[src/rtl/fetch_unit_pkg.sv]
// Shared definitions for the instruction fetch stage: bus widths, the
// instruction size, the fetch FSM state encoding and the PC alignment helper.
package fetch_unit_pkg;

  localparam int DAT_WIDTH = 64;
  localparam int ADR_WIDTH = 48;

  // Every instruction word is 8 bytes, so the PC steps by 8 and its low
  // three bits are always zero.
  localparam logic [ADR_WIDTH-1:0] INST_BYTES = ADR_WIDTH'(8);

  typedef enum logic [1:0] {
    FETCH_STATE_IDLE = 2'd0,
    FETCH_STATE_BUS  = 2'd1,
    FETCH_STATE_GAP  = 2'd2
  } fetch_state_e;

  // Force an address onto an instruction-word boundary.
  function automatic logic [ADR_WIDTH-1:0] align_pc(input logic [ADR_WIDTH-1:0] adr);
    return {adr[ADR_WIDTH-1:3], 3'b000};
  endfunction

endpackage

[src/rtl/fetch_fifo.sv]
// Prefetch buffer between the bus side of the fetch stage and decode.
// Synchronous push/pop/flush; flush and reset both empty it. A push into a
// full buffer is accepted only when a pop happens in the same cycle.
module fetch_fifo #(
  parameter int DEPTH = 4,
  parameter int WIDTH = 8,
  parameter int CNT_W = 3
) (
  input  logic             clk_i,
  input  logic             rst_i,
  input  logic             flush_i,
  input  logic             push_i,
  input  logic [WIDTH-1:0] wdata_i,
  input  logic             pop_i,
  output logic [WIDTH-1:0] rdata_o,
  output logic [CNT_W-1:0] count_o,
  output logic             full_o,
  output logic             empty_o
);

  localparam int PTR_W = (DEPTH > 1) ? $clog2(DEPTH) : 1;
  localparam int SLOTS = 2 ** PTR_W;

  logic [WIDTH-1:0] mem_q [SLOTS];
  logic [PTR_W-1:0] wr_ptr_q;
  logic [PTR_W-1:0] rd_ptr_q;
  logic [CNT_W-1:0] count_q;
  logic             do_push;
  logic             do_pop;

  // Pointers wrap at DEPTH so a single-entry buffer keeps both at slot 0.
  function automatic logic [PTR_W-1:0] ptr_inc(input logic [PTR_W-1:0] p);
    if (p == PTR_W'(DEPTH - 1)) return '0;
    return p + PTR_W'(1);
  endfunction

  assign empty_o = (count_q == '0);
  assign full_o  = (count_q == CNT_W'(DEPTH));
  assign do_pop  = pop_i & ~empty_o;
  assign do_push = push_i & (~full_o | do_pop);
  assign count_o = count_q;
  assign rdata_o = mem_q[rd_ptr_q];

  // Pointer and occupancy bookkeeping; flush discards everything queued.
  always_ff @(posedge clk_i) begin
    if (rst_i || flush_i) begin
      wr_ptr_q <= '0;
      rd_ptr_q <= '0;
      count_q  <= '0;
    end else begin
      if (do_push) wr_ptr_q <= ptr_inc(wr_ptr_q);
      if (do_pop)  rd_ptr_q <= ptr_inc(rd_ptr_q);
      case ({do_push, do_pop})
        2'b10:   count_q <= count_q + CNT_W'(1);
        2'b01:   count_q <= count_q - CNT_W'(1);
        default: count_q <= count_q;
      endcase
    end
  end

  // Entry storage; contents are only meaningful while counted as occupied.
  always_ff @(posedge clk_i) begin
    if (do_push) mem_q[wr_ptr_q] <= wdata_i;
  end

endmodule

[src/rtl/fetch_unit.sv]
// Instruction fetch stage: Wishbone master reading 64-bit words from the
// instruction ROM into a prefetch buffer, handing them to decode over a
// valid/ready handshake, with control-flow redirects and bus fault capture.
//
// Build option FETCH_PREFETCH_EN: when defined the buffer holds FIFO_DEPTH
// entries and fetching runs ahead while there is room; when undefined the
// buffer holds a single entry and the next fetch waits for it to be popped
// or flushed.
//
// The strobe is raised combinationally in IDLE so that, with a slave using a
// registered ack, a word is transferred every three cycles (strobe, ack, gap).
module fetch_unit
  import fetch_unit_pkg::*;
#(
  parameter logic [ADR_WIDTH-1:0] RESET_PC   = '0,
  parameter int                   FIFO_DEPTH = 4
) (
  input  logic                 clk_i,
  input  logic                 rst_i,
  // Wishbone master towards the instruction ROM
  output logic                 fetch_cyc_o,
  output logic                 fetch_stb_o,
  output logic                 fetch_we_o,
  output logic [ADR_WIDTH-1:0] fetch_adr_o,
  output logic [DAT_WIDTH-1:0] fetch_dat_o,
  input  logic [DAT_WIDTH-1:0] fetch_dat_i,
  input  logic                 fetch_ack_i,
  input  logic                 fetch_err_i,
  // Instruction stream towards decode
  output logic [DAT_WIDTH-1:0] inst_o,
  output logic [ADR_WIDTH-1:0] inst_pc_o,
  output logic                 inst_valid_o,
  input  logic                 inst_ready_i,
  // Control-flow change
  input  logic                 redirect_i,
  input  logic [ADR_WIDTH-1:0] redirect_pc_i,
  // Fetch fault report
  output logic                 fault_o,
  output logic [ADR_WIDTH-1:0] fault_pc_o
);

`ifdef FETCH_PREFETCH_EN
  localparam int BUF_DEPTH = FIFO_DEPTH;
`else
  localparam int BUF_DEPTH = 1;
`endif
  localparam int CNT_W = $clog2(BUF_DEPTH + 1);
  localparam int ENT_W = DAT_WIDTH + ADR_WIDTH;

  if (FIFO_DEPTH < 2 || (FIFO_DEPTH & (FIFO_DEPTH - 1)) != 0) begin : g_bad_depth
    $error("fetch_unit: FIFO_DEPTH must be a power of two and at least 2");
  end

  fetch_state_e         state_q;
  fetch_state_e         state_d;
  logic [ADR_WIDTH-1:0] pc_q;
  logic [ADR_WIDTH-1:0] adr_q;
  logic [ADR_WIDTH-1:0] fault_pc_q;
  logic [ADR_WIDTH-1:0] cur_adr;
  logic                 drop_q;
  logic                 fault_q;
  logic                 start;
  logic                 bus_active;
  logic                 xfer_done;
  logic                 discard;
  logic                 push;
  logic                 pop;
  logic                 fault_set;
  logic                 fifo_full;
  logic                 fifo_empty;
  logic [CNT_W-1:0]     fifo_count;
  logic [ENT_W-1:0]     fifo_rdata;

  // Next state and bus request. A transfer starts from IDLE only when there
  // is room, no fault is pending and no redirect is arriving (a redirect in
  // IDLE simply retargets the PC, so the first new strobe follows next cycle).
  always_comb begin
    state_d    = state_q;
    start      = 1'b0;
    bus_active = 1'b0;
    case (state_q)
      FETCH_STATE_IDLE: begin
        if (!rst_i && !fifo_full && !fault_q && !redirect_i) begin
          start      = 1'b1;
          bus_active = 1'b1;
        end
      end
      FETCH_STATE_BUS: begin
        bus_active = 1'b1;
      end
      FETCH_STATE_GAP: begin
        state_d = FETCH_STATE_IDLE;
      end
      default: begin
        state_d = FETCH_STATE_IDLE;
      end
    endcase
    xfer_done = bus_active & (fetch_ack_i | fetch_err_i);
    if (bus_active) state_d = xfer_done ? FETCH_STATE_GAP : FETCH_STATE_BUS;
  end

  // While a transfer is open the address comes from the captured copy so a
  // redirect that moves the PC cannot disturb the cycle on the bus.
  assign cur_adr = (state_q == FETCH_STATE_IDLE) ? pc_q : adr_q;

  // A completion is thrown away if a redirect arrived earlier in this
  // transfer or arrives in the very cycle the slave answers.
  assign discard   = drop_q | redirect_i;
  assign push      = xfer_done & fetch_ack_i & ~fetch_err_i & ~discard;
  assign fault_set = xfer_done & fetch_err_i & ~discard;
  assign pop       = ~fifo_empty & inst_ready_i;

  // Control state: FSM, fetch PC, drop marker and fault latch.
  always_ff @(posedge clk_i) begin
    if (rst_i) begin
      state_q <= FETCH_STATE_IDLE;
      pc_q    <= RESET_PC;
      drop_q  <= 1'b0;
      fault_q <= 1'b0;
    end else begin
      state_q <= state_d;
      if (redirect_i) begin
        pc_q <= align_pc(redirect_pc_i);
      end else if (push) begin
        pc_q <= cur_adr + INST_BYTES;
      end
      if (xfer_done) begin
        drop_q <= 1'b0;
      end else if (redirect_i && bus_active) begin
        drop_q <= 1'b1;
      end
      if (redirect_i) begin
        fault_q <= 1'b0;
      end else if (fault_set) begin
        fault_q <= 1'b1;
      end
    end
  end

  // Captured bus address and faulting address; only read while qualified.
  always_ff @(posedge clk_i) begin
    if (start)     adr_q      <= pc_q;
    if (fault_set) fault_pc_q <= cur_adr;
  end

  fetch_fifo #(
    .DEPTH (BUF_DEPTH),
    .WIDTH (ENT_W),
    .CNT_W (CNT_W)
  ) u_fifo (
    .clk_i   (clk_i),
    .rst_i   (rst_i),
    .flush_i (redirect_i),
    .push_i  (push),
    .wdata_i ({fetch_dat_i, cur_adr}),
    .pop_i   (pop),
    .rdata_o (fifo_rdata),
    .count_o (fifo_count),
    .full_o  (fifo_full),
    .empty_o (fifo_empty)
  );

  assign fetch_cyc_o = bus_active;
  assign fetch_stb_o = bus_active;
  assign fetch_we_o  = 1'b0;
  assign fetch_adr_o = cur_adr;
  assign fetch_dat_o = '0;

  // Head entry is presented only while valid so idle outputs read as zero.
  assign inst_valid_o         = ~fifo_empty;
  assign {inst_o, inst_pc_o}  = fifo_empty ? '0 : fifo_rdata;

  // A fault is reported only after every older instruction has drained.
  assign fault_o    = fault_q & (fifo_count == '0);
  assign fault_pc_o = fault_o ? fault_pc_q : '0;

endmodule
[config.mk]
export PLATFORM = sky130hd
export DESIGN_NAME = fetch_unit
export DESIGN_NICKNAME = d
export VERILOG_FILES = /design/src/rtl/fetch_unit_pkg.sv /design/src/rtl/fetch_fifo.sv /design/src/rtl/fetch_unit.sv
export SDC_FILE = /design/constraint.sdc
export NUM_CORES = 1
export LEC_CHECK = 0
export CAP_MARGIN = 20
export CELL_PAD_IN_SITES_DETAIL_PLACEMENT = 1
export CELL_PAD_IN_SITES_GLOBAL_PLACEMENT = 2
export CORE_ASPECT_RATIO = 0.5
export CORE_MARGIN = 5
export CORE_UTILIZATION = 27
export DETAILED_ROUTE_END_ITERATION = 10
export PLACE_DENSITY = 0.86
export SYNTH_ARGS = -nofsm -noshare
export SYNTH_HDL_FRONTEND = slang
export SYNTH_HIERARCHICAL = 1
export SYNTH_SLANG_ARGS = --single-unit
[constraint.sdc]
create_clock -name clk_i -period 8.1 [get_ports clk_i]
set_input_delay 2.025 -clock clk_i [delete_from_list [all_inputs] [get_ports clk_i]]
set_output_delay 2.025 -clock clk_i [all_outputs]
set_load 0.1 [all_outputs]
== Word level (Yosys, flattened, before mapping) ==
Memory sizes are Yosys's and may differ from the RTL's. A register that Yosys moved wholly into a read port is not among the register bits.
Index checks and enable logic that the tools add are counted.
Widths: inputs -> output; s select.

* Flip-flop bits (word level): 151
* Input bits: 118
* Output and inout port bits: 277
* Word-level logic and storage cells: 77
* RAM bits: 224
* Memories: 1

* Add/sub/neg operators: 5
* Mux-type cells: 26
* Equality and inequality tests: 4
* Bitwise operators: 16
* Reductions and logical operators: 15

{| class="wikitable"
|+ Memory list
! memory !! depth !! bits a word !! rd ports !! clocked after Yosys merged registers in !! wr ports !! RTL line !! text
|-
| u_fifo.mem_q || 2 || 112 || 1 || 1 || 1 || fetch_fifo.sv:24 || <nowiki>logic [WIDTH-1:0] mem_q [SLOTS];</nowiki>
|}

{| class="wikitable"
|+ Operators by type and width
! kind !! count
|-
| $mux 48 || 4
|-
| $mux 112 || 1
|-
| $add 48x4->48 const B || 1
|-
| $mux 1 || 16
|-
| $and 1x1->1 || 10
|-
| $mux 2 || 3
|-
| $reduce_or 2->1 || 3
|-
| $eq 2x1->1 const B || 2
|-
| $logic_and 1x1->1 || 4
|-
| $logic_not 1->1 || 4
|-
| $pmux 1 s2 || 2
|-
| $reduce_bool 2->1 || 2
|-
| $add 1x1->1 const B || 3
|-
| $not 1->1 || 3
|-
| $or 1x1->1 || 3
|-
| $eq 2x2->1 const B || 1
|-
| $logic_not 2->1 || 1
|-
| $ne 2x1->1 const B || 1
|-
| $logic_or 1x1->1 || 1
|-
| $sub 1x1->1 const B || 1
|}

== Depth between registers and ports, before layout ==
Gate-level depths: netlist (run 1).

* Depth in word-level cells: 14
* Mapped depth: 15
* Gate-level depth less buffers: 10

== Cells and area by module ==
Netlist (run 1), hierarchy kept.

{| class="wikitable"
|+ By module, submodules not included
! module !! area each (µm²) !! sequential area each (µm²) !! instances !! cells an instance
|-
| fetch_unit || 8966.1 || 3923.8 || 1 || 939
|-
| fetch_fifo || 3424.5 || 3383.2 || 1 || 119
|}

== Least setup slack after synthesis (run 1) ==
Ideal clock, no wire load.

* Path type: in2reg
* Start point: input rst_i
* End point: register fault_pc_q[0] (enable)
* Stages on the path: 3
* Data required time: 7.507 ns
* Buffers on the path: 0
* Arrival time: 7.793 ns
* Path slack: -0.286 ns
* Path through: nor4_1 > o21ai_0 > nor4b_1

* Word-level cells in the longest chain between the ends: 9

{| class="wikitable"
|+ Ends and longest elaborated chain
! element !! RTL line !! text
|-
| start: declaration || fetch_unit.sv:19 || <nowiki>input logic rst_i,</nowiki>
|-
| $logic_not 1->1 || fetch_unit.sv:83 || <nowiki>if (!rst_i && !fifo_full && !fault_q && !redirect_i) begin</nowiki>
|-
| $logic_and 1x1->1 (3 in a row) || fetch_unit.sv:83 ||
|-
| $mux 1 || fetch_unit.sv:83 ||
|-
| $pmux 1 s2 || fetch_unit.sv:81 || <nowiki>case (state_q)</nowiki>
|-
| $and 1x1->1 || fetch_unit.sv:98 || <nowiki>xfer_done = bus_active & (fetch_ack_i | fetch_err_i);</nowiki>
|-
| $and 1x1->1 (2 in a row) || fetch_unit.sv:110 || <nowiki>assign fault_set = xfer_done & fetch_err_i & ~discard;</nowiki>
|-
| via fault_set || fetch_unit.sv:68 || <nowiki>logic fault_set;</nowiki>
|-
| end signal: assignment || fetch_unit.sv:143 || <nowiki>if (fault_set) fault_pc_q <= cur_adr;</nowiki>
|-
| end: declaration || fetch_unit.sv:58 || <nowiki>logic [ADR_WIDTH-1:0] fault_pc_q;</nowiki>
|}

The timed path passes the listed nets, and every way through them passes these cells.
A chain may end at the register's enable or synchronous reset.

== Final worst setup path (run 1) ==
* Start point: register state_q[1]
* End point: output fetch_adr_o[22]

* Word-level cells in the longest chain between the ends: 2

{| class="wikitable"
|+ Ends and longest elaborated chain
! element !! RTL line !! text
|-
| start: declaration || fetch_unit.sv:54 || <nowiki>fetch_state_e state_q;</nowiki>
|-
| start signal: assignment || fetch_unit.sv:121 || <nowiki>state_q <= state_d;</nowiki>
|-
| $logic_not 2->1 || fetch_unit.sv:104 || <nowiki>assign cur_adr = (state_q == FETCH_STATE_IDLE) ? pc_q : adr_q;</nowiki>
|-
| $mux 48 || fetch_unit.sv:104 ||
|-
| end: declaration || fetch_unit.sv:24 || <nowiki>output logic [ADR_WIDTH-1:0] fetch_adr_o,</nowiki>
|}

No other way between the ends.

==> results of run 1 <==
-- per-layer routing --
layer	up-vias	global-route usage, %	wire length [um]	part of all wire, %
met2	122	29.0	22500	55
met5	-	0	0	0
li1	4279	-	-	-
met4	0	3.28	708	1.7
met1	4646	18.5	16800	41
met3	39	1.81	998	2.4
-- cells in the final DEF (no fill, tap or decap), drive strengths merged, types with 7 or more instances in the layout --
cell / count
a21o: 7
a21oi: 21
a221oi: 8
a22oi: 37
a31o: 10
and2: 54
and3: 9
buf: 18
clkbuf: 40
clkdlybuf4s50: 322
clkinv: 10
conb: 65
dfxtp: 53
edfxtp: 208
inv: 21
nand2: 134
nand3: 16
nand4: 11
nand4bb: 8
nor2: 36
nor2b: 115
nor3: 13
o211ai: 25
o21ai: 22
o22ai: 18
or3b: 7
or4bb: 9
xnor2: 24
-- registers in the layout, indices dropped and copies added (netlist names) --
register and count:
adr_q 48, drop_q 1, fault_pc_q 48, fault_q 1, pc_q 48, state_q 2
u_fifo/count_o 1, u_fifo/mem_q 112
-- power groups by stage --
| stage | Sequential [W] | Clock [W] | Combinational [W] |
|---|---|---|---|
| global placement | 0.00155 | 0 | 0.000599 |
| finish | 0.00152 | 0.00132 | 0.000604 |
| floorplan | 0.00154 | 0 | 0.000475 |
| global route | 0.00153 | 0.00141 | 0.000627 |
| detailed placement | 0.00155 | 0 | 0.000604 |
| CTS | 0.00152 | 0.00135 | 0.000606 |
-- cell usage after synthesis, drive strengths merged (2+ instances only) --
cell | n | area, sq um
o21ai | 22 | 114
nand4bb | 8 | 130
nor4 | 6 | 58.8
nor4b | 4 | 71.3
a221oi | 8 | 70.1
xor2 | 5 | 43.8
dfxtp | 53 | 1060
inv | 21 | 78.8
and3 | 9 | 61.3
or4bb | 9 | 106
clkbuf | 48 | 250
a21oi | 21 | 105
a22oi | 37 | 302
o31ai | 2 | 20.0
edfxtp | 208 | 6250
or3b | 7 | 61.3
mux2i | 6 | 60.1
xnor2 | 24 | 210
or2 | 6 | 37.5
o21a | 3 | 22.5
a31o | 10 | 87.6
nor3 | 13 | 65.1
nor3b | 6 | 45.0
a211oi | 5 | 47.5
and2 | 54 | 340
a21o | 7 | 52.6
o22ai | 18 | 113
a222oi | 4 | 40.0
o211ai | 25 | 193
nand4 | 11 | 75.1
nand2 | 134 | 505
mux2 | 3 | 33.8
nor2 | 36 | 135
nand3 | 16 | 92.6
buf | 81 | 621
nor2b | 115 | 719
-- area by class of cell --
cell class	count	area [sq um]
fillers	4922	28400
flip-flops and latches	261	7310
multi-input cells	711	4400
repair buffers	340	3350
clock buffers	40	830
well taps	598	748
clock inverters	12	104
inverters	21	80.1
diodes	5	12.5
-- final timing paths --
path,to,cells past startpoint,slack [ps],from
setup / recovery,fetch_adr_o[22],6,2020,state_q[1]$_SDFFE_PP0P_
setup reg to reg,pc_q[47]$_SDFFE_PP0P_,12,3700,state_q[1]$_SDFFE_PP0P_
hold / removal,adr_q[35]$_DFFE_PP_,0,450,pc_q[35]$_SDFFE_PP0P_
hold reg to reg,adr_q[35]$_DFFE_PP_,0,450,pc_q[35]$_SDFFE_PP0P_
-- logic make-up (layout without fill, tap and decap cells) --
| logic type | after synthesis | count (layout) |
|---|---|---|
| compound gates | 168 | 168 |
| simple gates | 439 | 439 |
| mux | 9 | 9 |
| xor+xnor | 29 | 29 |
| buf+inv | 150 | 413 |
| flops | 261 | 261 |
| other cells | 1 | 70 |
| fa+ha+maj | 1 | 1 |
-- critical path: stages (launching register included) --
cell	delay, ps
dfxtp_2	370
buf_4	480
or2_2	580
buf_4	450
mux2i_1	160
inv_1	220
clkdlybuf4s50_1	1190
-- metrics by stage --
step	setup WS, ps	hold WS [ps]	utilization [%]
detailed placement	2130	436	35.1
floorplan	2130	422	-
global placement	2290	434	35.1
global route	1790	460	37.2
CTS	1980	451	37.2
finish	2020	451	37.2
==> impl_metrics.tcl, run 1 <==
set metrics [dict create \
    path_clk_slew_ps 60 \
    synth_top_family_by_area "simple AND/OR/NAND/NOR gates" \
    cts-htree-levels 1 \
    ys_seq_area_share_pct 59.0 \
    fin_crit_sh_pct 75.1 \
    fin_cells 1988 \
    overflow 0 \
    powerDensity_nw_per_um2 205 \
    end_kind "output port" \
    ir_worst_vdd_uv 129 \
    status "finished, final reports clean" \
    synth_mux_area_share_pct 0.757 \
    hold_viol_final 0 \
    crit_fanout 55 \
    fin_nets 1482 \
    yosys_warnings 6 \
    dp_hpwl_um 28700 \
    pwr-share-seq_pct 44.3 \
    synth_xor_area_share_pct 2.05 \
    max_slew.worst_pin.slew_ps 1070 \
    wire_per_inst_um 20.6 \
    grt_pass1_vias 9101 \
    fin_total_pwr_w 0.00344 \
    avgSynthCellArea_sq_um 11.7 \
    portBuffers 326 \
    clkLatencyLatePin_ps 560 \
    cts_sinks 261 \
    p_leak_nw 5.78 \
    finalInstanceArea_sq_um 16800 \
    setup_violations 0 \
    placed_area_sq_um 15900 \
    clkPwrFrac_pct 38.2 \
    grt_pass1_wl_um 60000 \
    rsz0062_at_grt "false" \
    die_w_um 313 \
    route.detailed.drc 0 \
    finClkSkew_ps 22.0 \
    hp-class "flip-flop to flip-flop" \
    dieHeight_um 161 \
    cts_setup_buffers 0 \
    ys_types 72 \
    cts-root-buf "clkbuf_16" \
    cts_tree "done" \
    grt_max_degree 66 \
    num_io_pins 395 \
    finalSetupTns_ps 0 \
    criticalPathCategory "flip-flop to output port" \
    dp_cells 1931 \
    antenna_left 0 \
    required_ps 6080 \
    p_int_w 0.00239 \
    num_rows 55 \
    synth.ff_latch_count 261 \
    die-area_sq_um 50500 \
    num_vias 9086 \
    dr.pass1.iters 7 \
    switching_share_pct 30.7 \
    cts_buffers 28 \
    final.min_clock_period_ps 6080 \
    slew_violations 0 \
    initial_core_util_pct 27.4 \
    antenna_found_initial 5 \
    synthAdderAreaFrac_pct 0.101 \
    async_flop_share_pct 0 \
    timing.fmax_mhz 164 \
    synthSimpleGateAreaFrac_pct 20.5 \
    gp_congestion 0.785 \
    ys.flop_type "edfxtp_1" \
    netlist_area_sq_um 12400 \
    synthCells 1058 \
    startpoint_type "flip-flop" \
    drive_gt1_share_pct 9.03 \
    wirelength_um 41000 \
    combinationalPowerShare_pct 17.5 \
    vias_per_cell 4.57 \
    arrival_ps 4050 \
    cts_buffer_depth 3 \
    core_region_area_sq_um 45300 \
    synth_edf_count 208 \
    maxCapViolCount 0 \
    first_iter_violations 486 \
    cts.repair.resized 0 \
    grt_use_total_pct 15.2 \
    p_sw_w 0.00106 \
    areaGrowthSynthToFinish_pct 35.9 \
    synth_compound_area_share_pct 9.88 \
    slew_headroom_pct 28.2 \
    cts_hold_buf 0 \
]
No activity file was read; power rests on OpenSTA's default activity.
==> run 2: changes to the inputs <==
Settings changed: CORE_UTILIZATION 27 to 29, PLACE_DENSITY 0.86 to 0.88.
Clock period 8.1 ns to 5.7 ns, I/O delays scaled along.
==> impl_metrics.tcl, run 2 (synthesis results as in run 1) <==
set metrics [dict create \
    status "finished, final reports clean" \
    vias_per_cell 4.65 \
    wire_per_inst_um 20.9 \
    grt_max_degree 113 \
    fin_cells 1971 \
    max_slew.worst_pin.slew_ps 1050 \
    slew_violations 0 \
    dr.pass1.iters 5 \
    cts_setup_buffers 0 \
    required_ps 4280 \
    arrival_ps 3450 \
    antenna_found_initial 6 \
    whs_path_depth 0 \
    fin_crit_sh_pct 85.5 \
    switching_share_pct 30.4 \
    largest_reg_flops 112 \
    crit_fanout 32 \
    ir_worst_vdd_uv 187 \
    cts-root-buf "clkbuf_16" \
    drive_gt1_share_pct 16.2 \
    die-area_sq_um 47200 \
    pwr-share-seq_pct 44.7 \
    multi_input_area_sq_um 4410 \
    startpoint_type "flip-flop" \
    p_int_w 0.00338 \
    first_iter_violations 673 \
    whs_ps 460 \
    slew_headroom_pct 29.5 \
    criticalPathCategory "flip-flop to output port" \
    num_io_pins 395 \
    cts_tree "done" \
    antenna_left 0 \
    hold_viol_final 0 \
    utilization_pct 39.5 \
    p_leak_nw 5.98 \
    setup_violations 0 \
    hp-class "flip-flop to flip-flop" \
    mostFrequentLayoutCell "clkdlybuf4s50_1" \
    rsz0062_at_grt "false" \
    p_sw_w 0.00148 \
    final.min_clock_period_ps 4870 \
    maxCapViolCount 0 \
    num_rows 53 \
    finalInstanceArea_sq_um 16600 \
    cts_hold_buf 0 \
    die_w_um 302 \
    placed_area_sq_um 15700 \
    path_clk_slew_ps 60 \
    ff2ff_path_depth 10 \
    gp_congestion 0.777 \
    combinationalPowerShare_pct 17.6 \
    overflow 0 \
    clkPwrFrac_pct 37.8 \
    layout_common_cells "221 x clkdlybuf4s50_1, 208 x edfxtp_1, 133 x nand2_1" \
    route.detailed.drc 0 \
    dieHeight_um 156 \
    fill_cells 4556 \
    num_vias 9174 \
    initial_core_util_pct 29.4 \
    cts-htree-levels 1 \
    core_region_area_sq_um 42100 \
    timing.fmax_mhz 205 \
    cts_buffers 28 \
    cts.repair.resized 0 \
    top_register "u_fifo/mem_q" \
    cts_sinks 261 \
    finClkSkew_ps 23.8 \
    finalSetupTns_ps 0 \
    clkLatencyLatePin_ps 560 \
    regArea_sq_um 7310 \
    grt_pass1_wl_um 59600 \
    powerDensity_nw_per_um2 292 \
    areaGrowthSynthToFinish_pct 34.2 \
    wirelength_um 41200 \
    end_kind "output port" \
    dp_cells 1913 \
    grt_use_total_pct 16.4 \
    cts_buffer_depth 3 \
    grt_pass1_vias 9155 \
    fin_nets 1486 \
    dp_hpwl_um 28900 \
    portBuffers 326 \
]
[run 2: final timing paths]
path	startpoint	endpoint	slack (ps)
hold / removal	pc_q[16]$_SDFFE_PP0P_	adr_q[16]$_DFFE_PP_	460
setup reg to reg	state_q[1]$_SDFFE_PP0P_	pc_q[43]$_SDFFE_PP0P_	1640
setup / recovery	state_q[1]$_SDFFE_PP0P_	fetch_adr_o[16]	830
hold reg to reg	pc_q[16]$_SDFFE_PP0P_	adr_q[16]$_DFFE_PP_	460
[run 2: worst max-delay path: stages (launching register included)]
cell,delay [ps]
dfxtp_2,740
buf_4,410
o21ai_0,240
nand2_1,270
clkdlybuf4s50_1,1180
[run 2: routing by layer]
layer	global-route usage [%]	up-vias	share of wire, %
met2	30.5	181	54
met4	3.50	0	1.5
met1	20.6	4663	42
met5	0	-	0
li1	-	4297	-
met3	2.11	33	3.2
[run 2: cell type report]
type / count / area share [%]
Inverter: 21 / 0.482
Timing Repair Buffer: 344 / 19.2
Tap cell: 577 / 4.34
Antenna cell: 5 / 0.0753
Sequential cell: 261 / 44.0
Clock buffer: 45 / 4.84
Clock inverter: 7 / 0.602
Multi-Input combinational cell: 711 / 26.5
[run 2: power by group through the flow]
stage | logic (W) | clock network (W) | registers, W
6_report | 0.000854 | 0.00183 | 0.00217
5_1_grt | 0.000886 | 0.00196 | 0.00218
4_1_cts | 0.000856 | 0.00188 | 0.00217
3_5_place_dp | 0.000854 | 0 | 0.00221
3_3_place_gp | 0.000845 | 0 | 0.00221
2_1_floorplan | 0.000675 | 0 | 0.00219
[run 2: per-stage QoR]
| stage | setup WS (ps) | total power, W |
|---|---|---|
| after global placement | 1180 | 0.00305 |
| after detailed placement | 1140 | 0.00306 |
| after global routing | 684 | 0.00502 |
| after floorplan | 331 | 0.00287 |
| after CTS | 804 | 0.00490 |
| final | 827 | 0.00486 |
==> run 3: changes to the inputs <==
Settings changed: CORE_MARGIN 5 to 1.5, SKIP_CTS_REPAIR_TIMING set to 1.
==> impl_metrics.tcl, run 3 (synthesis results as in run 1) <==
set metrics [dict create \
    wire_per_inst_um 20.2 \
    dp_hpwl_um 27900 \
    timing.fmax_mhz 206 \
    required_ps 4280 \
    ir_worst_vdd_uv 155 \
    route.detailed.drc 0 \
    die-area_sq_um 44000 \
    grt_use_total_pct 17.4 \
    antenna_left 0 \
    cts-htree-levels 1 \
    crit_fanout 36 \
    wirelength_um 39900 \
    powerDensity_nw_per_um2 289 \
    num_vias 9200 \
    rsz0062_at_grt "false" \
    grt_pass1_vias 9295 \
    num_io_pins 395 \
    fin_crit_sh_pct 85.2 \
    areaGrowthSynthToFinish_pct 34.3 \
    antenna_found_initial 3 \
    setup_violations 0 \
    drive_gt1_share_pct 14.6 \
    hp-class "flip-flop to flip-flop" \
    slew_headroom_pct 28.8 \
    cts_sinks 261 \
    die_w_um 295 \
    dieHeight_um 149 \
    hold_viol_final 0 \
    arrival_ps 3430 \
    regArea_sq_um 7310 \
    criticalPathCategory "flip-flop to output port" \
    final.min_clock_period_ps 4860 \
    core_region_area_sq_um 42000 \
    end_kind "output port" \
    gp_congestion 0.811 \
    multi_input_area_sq_um 4420 \
    num_rows 53 \
    initial_core_util_pct 29.5 \
    grt_pass1_wl_um 58900 \
    layout_common_cells "241 x clkdlybuf4s50_1, 208 x edfxtp_1, 133 x nand2_1" \
    vias_per_cell 4.67 \
    p_leak_nw 5.93 \
    cts_tree "done" \
    dp_cells 1913 \
    first_iter_violations 503 \
    dr.pass1.iters 6 \
    finClkSkew_ps 28.7 \
    mostFrequentLayoutCell "clkdlybuf4s50_1" \
    startpoint_type "flip-flop" \
    fill_cells 4590 \
    portBuffers 326 \
    path_clk_slew_ps 60 \
    slew_violations 0 \
    cts-root-buf "clkbuf_16" \
    fin_cells 1971 \
    top_register "u_fifo/mem_q" \
    cts_buffer_depth 3 \
    grt_max_degree 67 \
    fin_nets 1487 \
    status "finished, final reports clean" \
    max_slew.worst_pin.slew_ps 1060 \
    clkLatencyLatePin_ps 570 \
    finalSetupTns_ps 0 \
    cts_buffers 29 \
    maxCapViolCount 0 \
    overflow 0 \
    largest_reg_flops 112 \
]
[run 3: metrics by stage]
stage / utilization (%) / setup slack, ps / hold WS, ps / power, W / cell area [sq um]
after global placement: 37.4 / 1130 / 434 / 0.00305 / 15700
after floorplan: - / 331 / 422 / 0.00287 / 12600
after CTS: 39.5 / 839 / 454 / 0.00484 / 16600
final: 39.6 / 842 / 454 / 0.00481 / 16600
after detailed placement: 37.4 / 1030 / 442 / 0.00306 / 15700
after global routing: 39.6 / 685 / 468 / 0.00496 / 16600
[run 3: path summary, 6_finish.rpt]
path	slack (ps)	end	from	cells after the start
setup reg to reg	1580	pc_q[47]$_SDFFE_PP0P_	state_q[1]$_SDFFE_PP0P_	10
setup / recovery	840	fetch_adr_o[16]	state_q[0]$_SDFFE_PP0P_	4
hold / removal	450	adr_q[10]$_DFFE_PP_	pc_q[10]$_SDFFE_PP0P_	0
hold reg to reg	450	adr_q[10]$_DFFE_PP_	pc_q[10]$_SDFFE_PP0P_	0
[run 3: layer usage]
metal | vias to the layer above | global-route usage (%) | part of all wire (%)
li1 | 4286 | - | -
met1 | 4709 | 22.2 | 43
met2 | 161 | 31.5 | 53
met3 | 44 | 1.79 | 3.0
met4 | 0 | 4.15 | 1.7
met5 | - | 0 | 0
[run 3: power breakdown]
part	leakage [nW]	internal (W)	total, W	switching [W]
Clock	0.418	0.000995	0.00178	0.000787
Combinational	3.15	0.000197	0.000853	0.000655
Sequential	2.37	0.00213	0.00217	0.0000440
[run 3: critical path: stages (launching register included)]
cell and delay, ps:
dfxtp_2 790, buf_4 360, o21ai_0 220, nand2_1 290, clkdlybuf4s50_1 1180
[run 3: final cells by class]
type | instances | area share [%]
diodes | 3 | 0.0451
multi-input cells | 711 | 26.5
flip-flops and latches | 261 | 43.9
clock buffers | 45 | 4.72
clock inverters | 9 | 0.481
repair buffers | 344 | 19.5
well taps | 577 | 4.34
inverters | 21 | 0.481
